[src/rtl/atp_change_dispenser.sv]
// atp_change_dispenser: payout side of the Any Time Payment machine.
// Dispenses a refund as notes (1000/500/100/50/20/10/5), always taking the
// largest denomination that still fits and is in stock, and reports the
// amount paid and the undispensable residual.
// Optional build macro: ATP_DISP_TIMEOUT_EN adds a note_ack watchdog with a
// sticky fault output. Without it, DISPENSE waits indefinitely for the ack.
//
// state    | meaning
// ---------+-------------------------------------------------------------
// IDLE     | ready for a request; inventory refills accepted here only
// SELECT   | pick lowest code with denom <= rem and a non-zero count
// DISPENSE | note_valid held with note_code until note_ack
// DONE     | one-cycle completion pulse with paid/residual/short
module atp_change_dispenser #(
  parameter int unsigned AW          = 10,
  parameter int unsigned CW          = 8,
  parameter int unsigned INIT_CNT    = 10,
  parameter int unsigned TIMEOUT_CYC = 255
) (
  input  logic          clk,
  input  logic          rst,
  input  logic          i_req_valid,
  input  logic [AW-1:0] i_req_amount,
  output logic          o_req_ready,
  output logic          o_note_valid,
  output logic [2:0]    o_note_code,
  input  logic          i_note_ack,
  input  logic          i_refill_en,
  input  logic [2:0]    i_refill_sel,
  input  logic [CW-1:0] i_refill_cnt,
  output logic          o_done_valid,
  output logic [AW-1:0] o_done_paid,
  output logic [AW-1:0] o_done_residual,
  output logic          o_done_short,
  output logic [6:0]    o_cnt_empty,
  output logic          o_fault
);

  typedef enum logic [1:0] {S_IDLE, S_SELECT, S_DISPENSE, S_DONE} state_t;

  state_t        r_state, w_state_nxt;
  logic [AW-1:0] r_rem, w_rem_nxt;
  logic [AW-1:0] r_paid, w_paid_nxt;
  logic [CW-1:0] r_cnt [7];
  logic [CW-1:0] w_cnt_nxt [7];
  logic [2:0]    w_sel;
  logic          w_found;
  logic          r_req_ready;
  logic          r_note_valid;
  logic [2:0]    r_note_code, w_note_code_nxt;
  logic          r_done_valid;
  logic [AW-1:0] r_done_paid, w_done_paid_nxt;
  logic [AW-1:0] r_done_residual, w_done_residual_nxt;
  logic          r_done_short, w_done_short_nxt;
  logic [6:0]    r_cnt_empty;
  logic          w_fault_nxt;

`ifdef ATP_DISP_TIMEOUT_EN
  localparam int unsigned TW = $clog2(TIMEOUT_CYC + 1);
  logic [TW-1:0] r_tmr, w_tmr_nxt;
  logic          r_fault;
  assign o_fault = r_fault;
`else
  logic w_unused_tmo;
  assign w_unused_tmo = (TIMEOUT_CYC == 0);
  assign w_fault_nxt  = 1'b0;
  assign o_fault      = 1'b0;
`endif

  assign o_req_ready     = r_req_ready;
  assign o_note_valid    = r_note_valid;
  assign o_note_code     = r_note_code;
  assign o_done_valid    = r_done_valid;
  assign o_done_paid     = r_done_paid;
  assign o_done_residual = r_done_residual;
  assign o_done_short    = r_done_short;
  assign o_cnt_empty     = r_cnt_empty;

  function automatic logic [AW-1:0] denom(input logic [2:0] code);
    case (code)
      3'd0:    denom = AW'(1000);
      3'd1:    denom = AW'(500);
      3'd2:    denom = AW'(100);
      3'd3:    denom = AW'(50);
      3'd4:    denom = AW'(20);
      3'd5:    denom = AW'(10);
      3'd6:    denom = AW'(5);
      default: denom = '0;
    endcase
  endfunction

  // Greedy pick: scan high code to low so the lowest eligible code wins.
  always_comb begin
    w_found = 1'b0;
    w_sel   = 3'd0;
    for (int i = 6; i >= 0; i--) begin
      if (r_cnt[i] != '0 && denom(3'(i)) <= r_rem) begin
        w_found = 1'b1;
        w_sel   = 3'(i);
      end
    end
  end

  // State register.
  always_ff @(posedge clk or posedge rst) begin
    if (rst) r_state <= S_IDLE;
    else     r_state <= w_state_nxt;
  end

  // Next-state and next datapath/output values.
  always_comb begin
    w_state_nxt         = r_state;
    w_rem_nxt           = r_rem;
    w_paid_nxt          = r_paid;
    w_cnt_nxt           = r_cnt;
    w_note_code_nxt     = r_note_code;
    w_done_paid_nxt     = r_done_paid;
    w_done_residual_nxt = r_done_residual;
    w_done_short_nxt    = r_done_short;
`ifdef ATP_DISP_TIMEOUT_EN
    w_fault_nxt         = r_fault;
    w_tmr_nxt           = r_tmr;
`endif
    case (r_state)
      S_IDLE: begin
        if (i_refill_en) begin
          for (int i = 0; i < 7; i++) begin
            if (i_refill_sel == 3'(i)) w_cnt_nxt[i] = i_refill_cnt;
          end
        end
        if (i_req_valid && r_req_ready) begin
          w_state_nxt = S_SELECT;
          w_rem_nxt   = i_req_amount;
          w_paid_nxt  = '0;
        end
      end
      S_SELECT: begin
        if (w_found) begin
          w_state_nxt     = S_DISPENSE;
          w_note_code_nxt = w_sel;
`ifdef ATP_DISP_TIMEOUT_EN
          w_tmr_nxt       = TW'(TIMEOUT_CYC);
`endif
        end else begin
          w_state_nxt         = S_DONE;
          w_done_paid_nxt     = r_paid;
          w_done_residual_nxt = r_rem;
          w_done_short_nxt    = (r_rem >= AW'(5));
        end
      end
      S_DISPENSE: begin
        if (i_note_ack) begin
          w_rem_nxt   = r_rem - denom(r_note_code);
          w_paid_nxt  = r_paid + denom(r_note_code);
          for (int i = 0; i < 7; i++) begin
            if (r_note_code == 3'(i) && r_cnt[i] != '0) w_cnt_nxt[i] = r_cnt[i] - CW'(1);
          end
          w_state_nxt = S_SELECT;
        end
`ifdef ATP_DISP_TIMEOUT_EN
        else if (r_tmr == TW'(1)) begin
          // Mechanism stuck: abandon the note without charging inventory.
          w_fault_nxt         = 1'b1;
          w_state_nxt         = S_DONE;
          w_done_paid_nxt     = r_paid;
          w_done_residual_nxt = r_rem;
          w_done_short_nxt    = 1'b1;
        end else begin
          w_tmr_nxt = r_tmr - TW'(1);
        end
`endif
      end
      S_DONE:  w_state_nxt = S_IDLE;
      default: w_state_nxt = S_IDLE;
    endcase
  end

  // Registered outputs, amount tracking and inventory.
  always_ff @(posedge clk or posedge rst) begin
    if (rst) begin
      r_req_ready     <= 1'b1;
      r_note_valid    <= 1'b0;
      r_note_code     <= 3'd0;
      r_done_valid    <= 1'b0;
      r_done_paid     <= '0;
      r_done_residual <= '0;
      r_done_short    <= 1'b0;
      r_rem           <= '0;
      r_paid          <= '0;
      for (int i = 0; i < 7; i++) begin
        r_cnt[i]       <= CW'(INIT_CNT);
        r_cnt_empty[i] <= (INIT_CNT == 0);
      end
`ifdef ATP_DISP_TIMEOUT_EN
      r_tmr           <= '0;
      r_fault         <= 1'b0;
`endif
    end else begin
      r_req_ready     <= (w_state_nxt == S_IDLE) && !w_fault_nxt;
      r_note_valid    <= (w_state_nxt == S_DISPENSE);
      r_note_code     <= w_note_code_nxt;
      r_done_valid    <= (w_state_nxt == S_DONE);
      r_done_paid     <= w_done_paid_nxt;
      r_done_residual <= w_done_residual_nxt;
      r_done_short    <= w_done_short_nxt;
      r_rem           <= w_rem_nxt;
      r_paid          <= w_paid_nxt;
      for (int i = 0; i < 7; i++) begin
        r_cnt[i]       <= w_cnt_nxt[i];
        r_cnt_empty[i] <= (w_cnt_nxt[i] == '0);
      end
`ifdef ATP_DISP_TIMEOUT_EN
      r_tmr           <= w_tmr_nxt;
      r_fault         <= w_fault_nxt;
`endif
    end
  end

endmodule
[config.mk]
export PLATFORM = sky130hd
export DESIGN_NAME = atp_change_dispenser
export DESIGN_NICKNAME = d
export VERILOG_FILES = /design/src/rtl/atp_change_dispenser.sv
export SDC_FILE = /design/constraint.sdc
export NUM_CORES = 1
export LEC_CHECK = 0
export CELL_PAD_IN_SITES_DETAIL_PLACEMENT = 1
export CELL_PAD_IN_SITES_GLOBAL_PLACEMENT = 2
export CORE_MARGIN = 2
export CORE_UTILIZATION = 28
export CTS_BUF_LIST = sky130_fd_sc_hd__clkbuf_8
export CTS_CLUSTER_DIAMETER = 30
export CTS_CLUSTER_SIZE = 20
export DETAILED_ROUTE_END_ITERATION = 8
export PLACE_DENSITY = 0.62
export SYNTH_ARGS = -nofsm -noshare
export SYNTH_HDL_FRONTEND = slang
export SYNTH_SLANG_ARGS = --single-unit
[constraint.sdc]
create_clock -name clk -period 6.4 [get_ports clk]
set_input_delay 1.28 -clock clk [delete_from_list [all_inputs] [get_ports clk]]
set_output_delay 1.28 -clock clk [all_outputs]
set_load 0.03 [all_outputs]
# Word-level counts from Yosys, hierarchy flattened
# Index checks and enable logic that the tools add are counted.
[word_totals]
ff_bits = 112
input_bits = 26
word_cells = 136
[op_classes]
add_sub_neg = 9
n_lt_le_gt_ge = 8
n_eq_ne = 19
n_mux = 44
bitwise_logic = 1
n_reduce_logical = 37
[ops]
columns = ["cell", "count"]
rows = [
  ["$mux 56", 2],
  ["$mux 8", 14],
  ["$pmux 56 s2", 1],
  ["$pmux 10 s7", 1],
  ["$mux 10", 6],
  ["$logic_not 8->1", 7],
  ["$reduce_bool 8->1", 7],
  ["$sub 8x1->8 const B", 7],
  ["$pmux 10 s2", 2],
  ["$mux 3", 7],
  ["$eq 3x3->1 const B", 6],
  ["$logic_and 1x1->1", 15],
  ["$eq 3x2->1 const B", 4],
  ["$add 10x10->10", 1],
  ["$ge 10x3->1 const B", 1],
  ["$le 10x10->1 const A", 1],
  ["$le 3x10->1 const A", 1],
  ["$le 4x10->1 const A", 1],
  ["$le 5x10->1 const A", 1],
  ["$le 6x10->1 const A", 1],
  ["$le 7x10->1 const A", 1],
  ["$le 9x10->1 const A", 1],
  ["$sub 10x10->10", 1],
  ["$eq 2x2->1 const B", 4],
  ["other kinds (12)", 25],
]

# Depth between registers and ports, before layout
[logic_depth]
depth_word = 12
ltp_mapped = 15
depth_no_buf = 13

# Worst setup path after synthesis
# No wires, ideal clock.
[synth_path]
path_type = "input to register"
startpoint = "input i_refill_sel[1]"
endpoint = "register r_cnt_empty[0] (netlist: o_cnt_empty[0])"
setup_ns = 0.105
arrival_ns = 3.088
required_ns = 6.295
path_slack_ns = 3.207
cell_stages = 8
cell_sequence = "buf_2 > or4b_2 > clkbuf_1 > o22ai_1 > nand2_1 > a221o_1 > nor4_1 > nor4b_1"
[synth_rtl]
columns = ["item", "line", "source"]
rows = [
  ["start, declared", "29", "input logic [2:0] i_refill_sel,"],
  ["end signal, assigned by index", "192", "r_cnt_empty[i] <= (INIT_CNT == 0);"],
  ["end signal, assigned by index", "210", "r_cnt_empty[i] <= (w_cnt_nxt[i] == '0);"],
  ["end, declared", "55", "logic [6:0] r_cnt_empty;"],
]

==> impl_metrics.py <==
metrics = {
    "timing": {
        "setup_viol": 0,
        "fin_worst_skew_ps": 19.2,
        "hold_violations": 0,
        "tns_ps": 0,
        "layout_worst_path_cycle_share_pct": 60.0,
        "rsz0062_at_grt": "false",
        "tightestPinTransition_ps": 946,
        "min_period_ps": 3840,
        "whs_ps": 525,
        "max_freq_mhz": 260,
        "slew_viol_final": 0,
        "max_slew_margin_pct": 37.0,
    },
    "route": {
        "drc_errors": 0,
        "dr.pass1.iters": 4,
        "drt_wl_total_um": 26800,
        "dr_total_vias": 6994,
        "vias_per_cell": 5.58,
        "postRouteAntennaNets": 0,
        "detail_route.iter0.violations": 357,
        "wl_per_cell_um": 21.3,
    },
    "cells_and_area": {
        "area_delta_synth_final_pct": 13.6,
        "fin_nets": 963,
        "layout_common_cells": "dfrtp_1, nand2_1, nor2_1",
        "drive_above_1_share_pct": 10.1,
        "multi_input_area_um2": 4550,
        "regArea_um2": 2820,
        "final_common_cell": "dfrtp_1",
        "antenna_cells": 0,
        "fill_cells": 3180,
    },
    "clocking": {
        "cts-htree-levels": 3,
        "cts_sinks": 112,
        "root_buffer": "clkbuf_8",
        "path_clk_slew_ps": 120,
        "cts_buffer_depth": 2,
        "cts_setup_buffers": 0,
        "hold_buffers": 0,
        "insertion_delay_ps": 420,
        "cts_buffers": 9,
        "cts_resized": 0,
        "cts_tree": "done",
    },
    "floorplanning": {
        "dieArea_um2": 29000,
        "start_util_pct": 28.6,
        "ioPinCount": 61,
        "rows": 60,
        "core_um2": 27000,
        "die_h_um": 170,
        "die-width_um": 170,
    },
    "yosys": {
        "synth_edf_count": 0,
        "synthFlopType": "dfrtp_1",
        "syn_nets": 932,
        "synth_seq_cells": 112,
        "syn-instance-count": 877,
        "syn_area_per_cell_um2": 8.82,
        "synth_seq_area_share_pct": 36.5,
        "ys_async_sr_fraction_pct": 100,
        "yosysWarnings": 0,
        "synth_cell_types": 90,
        "netlist_area_um2": 7730,
    },
    "global_route": {
        "grt-ovfl-total": 0,
        "antenna_found_initial": 0,
        "grt_pass1_vias": 7313,
        "grt_max_degree": 72,
        "grt_pass1_wl_um": 42700,
        "grt_util_all_layers_pct": 19.2,
    },
    "power": {
        "switching_share_pct": 49.9,
        "pwr_density_cell_nw_per_um2": 479,
        "power.internal_uw": 2110,
        "pwr-share-comb_pct": 55.0,
        "power.switching_uw": 2100,
        "p_seq_share_pct": 33.7,
        "clkPwrFrac_pct": 11.4,
        "ir_worst_vdd_mv": 0.133,
        "p_leak_uw": 0.00356,
    },
    "worst_setup_path": {
        "worst-path-max-fanout": 13,
        "setup.worst_path.class": "in2reg",
        "cp_data_arrival_time_ps": 4170,
        "crit_family": "simple AND/OR/NAND/NOR gates",
        "worstSetupStartpointType": "input pin",
        "worst_setup_path_end_kind": "flop",
        "cp_slowest_stage_delay_ps": 610,
        "crit_slowest_cell": "clkdlybuf4s50_1",
        "worstPathRequired_ps": 6730,
        "crit_buf_inv": 1,
        "crit_path_cell_trace": "clkdlybuf4s50_1 -> nor4bb_1 -> o21ai_1 -> nor2_1 -> a22o_1 -> a21o_1 -> or4_1 -> nor4b_2",
    },
    "worst_hold_path": {
        "hp-class": "reg2reg",
    },
    "run_status": {
        "status": "finished, final reports clean",
    },
    "place": {
        "io_buffers": 59,
        "gp_congestion": 0.773,
        "post-dp-hpwl_um": 18700,
    },
    "job": {
        "maxCapViolations": 0,
    },
}
## final timing paths
kind	depth (start not counted)	slack (ps)	end	start
worst max-delay path	8	2560	o_cnt_empty[4]	i_refill_sel[2]
worst min register to register	1	520	o_done_paid[3]	o_done_paid[3]
worst min-delay path	1	520	o_done_paid[3]	o_done_paid[3]
worst max register to register	11	3110	r_paid[9]	o_note_code[1]
min in group asynchronous	2	1420	r_cnt[47]	rst
max in group asynchronous	3	3810	r_state[1]	rst
## flip-flops by register name (all words and copies together) (netlist names), 2 cells and up
signal           flops
o_done_residual     10
r_cnt               56
o_cnt_empty          7
r_paid              10
r_rem               10
o_note_code          3
r_state              2
o_done_paid         10
## cells by family after synthesis
family	synth area share, %
xor+xnor	1.59
buf+inv	4.84
compound gates	21.6
fa+ha+maj	4.89
flops	36.5
simple gates	25.0
mux	5.56
other cells	0.0485
## metal layers
metal  global-route usage (%)  vias up  wire [µm]
met1                     25.4     3502      12500
met5                        0        -          0
met3                     2.95       24        918
met4                     4.79        0        429
met2                     32.6      119      12900
li1                         -     3349          -
## power by group through the flow
stage / Combinational (µW) / Sequential [µW] / Clock (µW)
floorplan: 1790 / 1260 / 0
global placement: 2330 / 1440 / 0
detailed placement: 2330 / 1430 / 0
CTS: 2350 / 1410 / 510
global route: 2630 / 1470 / 529
finish: 2310 / 1420 / 478
## per-stage QoR
stage	cells	total power [µW]	cell area (µm²)	worst slack, ps	util, %
finish	1254	4210	8790	2560	32.5
global route	1254	4630	8790	2330	32.5
floorplan	877	3050	7730	2190	-
detailed placement	1238	3760	8590	2110	31.8
global placement	1238	3770	8590	2170	31.8
CTS	1254	4270	8790	2560	32.5
## Yosys cell counts, types with 18 or more instances
cell type / instances / area, µm²
a21oi_1: 51 / 255
nor2_1: 81 / 304
nand2_1: 86 / 323
nand3_1: 18 / 90.1
dfrtp_1: 97 / 2430
mux2_2: 24 / 270
inv_1: 33 / 124
nor3_1: 37 / 185
o21ai_0: 52 / 260
clkbuf_1: 34 / 128
ha_1: 27 / 338
## area by class of cell
type	instances	share of cell area [%]
clock buffer	9	1.41
clock inverter	7	0.883
inverter	35	1.52
multi-input combinational	682	51.7
sequential	112	32.1
tap	341	4.85
timing repair buffer	68	7.49
Power figures use the tool's default switching activity.
==> patch: new RTL, same settings <==
Change the parameter `AW` from 10 to 11.
--- a/src/rtl/atp_change_dispenser.sv
+++ b/src/rtl/atp_change_dispenser.sv
@@ -13,5 +13,5 @@
 // DONE     | one-cycle completion pulse with paid/residual/short
 module atp_change_dispenser #(
-  parameter int unsigned AW          = 10,
+  parameter int unsigned AW          = 11,
   parameter int unsigned CW          = 8,
   parameter int unsigned INIT_CNT    = 10,
Interface: changed (resized i_req_amount, o_done_paid and o_done_residual); port bits go from 61 to 64. The function was not compared with the original's and may differ.
==> patch against the unedited design <==
Non-clock buffer count is 4 higher. Maximum frequency is 6.6% lower. Sequential cell count is 4 higher. Wire length is 3.0% higher. Count of clock-buffer cells in the layout is 10 higher. Cell count is 4.5% higher. Synthesized cell count is 0.68% lower. Synthesized area is 2.0% higher. Setup slack worse by 0.27 ns. Total power is 9.1% higher. Sequential power is 4% higher. Design area is 5.4% higher. First-iteration DRC count is 5.6% higher. Register-to-register slack worse by 0.26 ns. Critical path type unchanged.
==> patch: results (changes against the unedited design) <==
outcome = complete, no violations
Met1 Wirelength = 13.1 mm (+4.4%)
Slew HR = 31.2% (-5.7 points)
1st-pass router iterations = 4 (unchanged)
met1 GRT Util = 25.7% (+0.37 points)
Static Leakage = 0.00384 µW (+7.8%)
met3 usage = 3.00% (+0.045 points)
Worst path max stage delay = 0.94 ns (+0.33 ns)
largest net degree at the start of global routing = 60 (-17%)
Routed WL = 27.6 mm (+3.0%)
clock root buffer = clkbuf_8
R2R cell count = 12 (+1)
max reg flops = 56 (unchanged)
Seq power = 1480 µW (+4%)
Iteration-0 DRC Markers = 377 (+5.6%)
Power Total = 4590 µW (+9.1%)
vias in the first global route = 7244 (-0.94%)
Tot GR Track Use = 19.5% (+0.33 points)
register area share after synthesis = 37.0% (+0.56 points)
H-Tree Depth = 4 (+1)
Post-DP HPWL = 19.2 mm (+2.6%)
# port buffers = 62 (+5.1%)
top cells by count, synth = nand2_1, dfrtp_1, nor2_1, o21ai_0, a21oi_1
Worst Path Max Fanout = 13 (unchanged)
clock power share = 18.2% (+6.8 points)
global-route wire length before repair = 43.4 mm (+1.6%)
Clock Skew = 0.0202 ns (+0.000965 ns)
Arr. time, crit path = 4.48 ns (+0.31 ns)
top post-synthesis cells by area = dfrtp_1, dfstp_2, nand2_1
P_sw = 2160 µW (+2.8%)
layout cells sized above 1 = 12.9% (+2.8 points)
final RePlAce weighted congestion = 0.783 (+1.3%)
nets@finish = 979 (+1.7%)
Peak VDD IR = 0.163 mV (+23%)
vias per std cell = 5.32 (-4.7%)
clk_lat worst skew = 0.47 ns (+0.05 ns)
slowest cell on the critical path = clkdlybuf4s50_1
Synth cell types = 92 (+2.2%)
Longest Clk Path Bufs = 2 (unchanged)
Most flops, register = r_cnt
met2 routed WL = 13.3 mm (+3.6%)
Post-synth top flop = dfrtp_1
Clock transition at path regs = 0.08 ns (-0.04 ns)
Yosys Warn Count = 0 (unchanged)
Detail Route met3 WL = 664 µm (-28%)
Syn Nets = 930 (-0.21%)
global routing usage on met2 = 32.9% (+0.24 points)
placed cell area = 8800 µm² (+2.4%)
Hold Path Class = reg -> reg
setup bufs post-CTS = 0 (unchanged)
total CTS buffers = 17 (+8)
-- patch: changes by cell type after synthesis, moves of 9 or more --
cell,delta
nor3_1,-14
nand2_1,+16
clkbuf_1,-11
o21ai_0,+9
inv_1,+11
mux2_2,-14
buf_6,+11
a31oi_1,+11
mux2_4,+18
-- patch: final cells by class --
type | count | area (µm²)
fillers | 3278 | 18500
multi-input cells | 669 | 4540
flip-flops and latches | 116 | 2920
repair buffers | 72 | 696
well taps | 378 | 473
clock buffers | 19 | 262
clock inverters | 13 | 205
inverters | 44 | 168
-- patch: cells by family (layout without fill, tap and decap cells) --
group           after synthesis  after routing  synth area share [%]
compound gates              239            239                  20.4
flops                       116            116                  37.0
buf+inv                      86            148                  5.50
simple gates                341            341                  23.6
other cells                   1              1                0.0475
mux                          39             39                  6.25
xor+xnor                     17             17                  1.89
fa+ha+maj                    32             32                  5.27
-- patch: final timing paths --
check,from,endpoint,slack [ns]
worst max-delay path,i_note_ack,o_cnt_empty[2]$_DFF_PP0_,2.29
worst min-delay path,o_done_paid[0]$_DFFE_PP0P_,o_done_paid[0]$_DFFE_PP0P_,0.51
worst max register to register,o_note_code[2]$_DFFE_PP0P_,r_rem[10]$_DFFE_PP0P_,2.85
worst min register to register,o_done_paid[0]$_DFFE_PP0P_,o_done_paid[0]$_DFFE_PP0P_,0.51
max in group asynchronous,rst,r_state[1]$_DFF_PP0_,4.06
min in group asynchronous,rst,o_cnt_empty[1]$_DFF_PP0_,1.15
-- patch: stage by stage --
stage,utilization (%),cells,setup slack (ns)
floorplan,-,871,2.07
global placement,31.7,1279,1.92
detailed placement,31.7,1279,1.84
CTS,33.3,1311,2.32
global route,33.3,1311,2.18
finish,33.3,1311,2.29
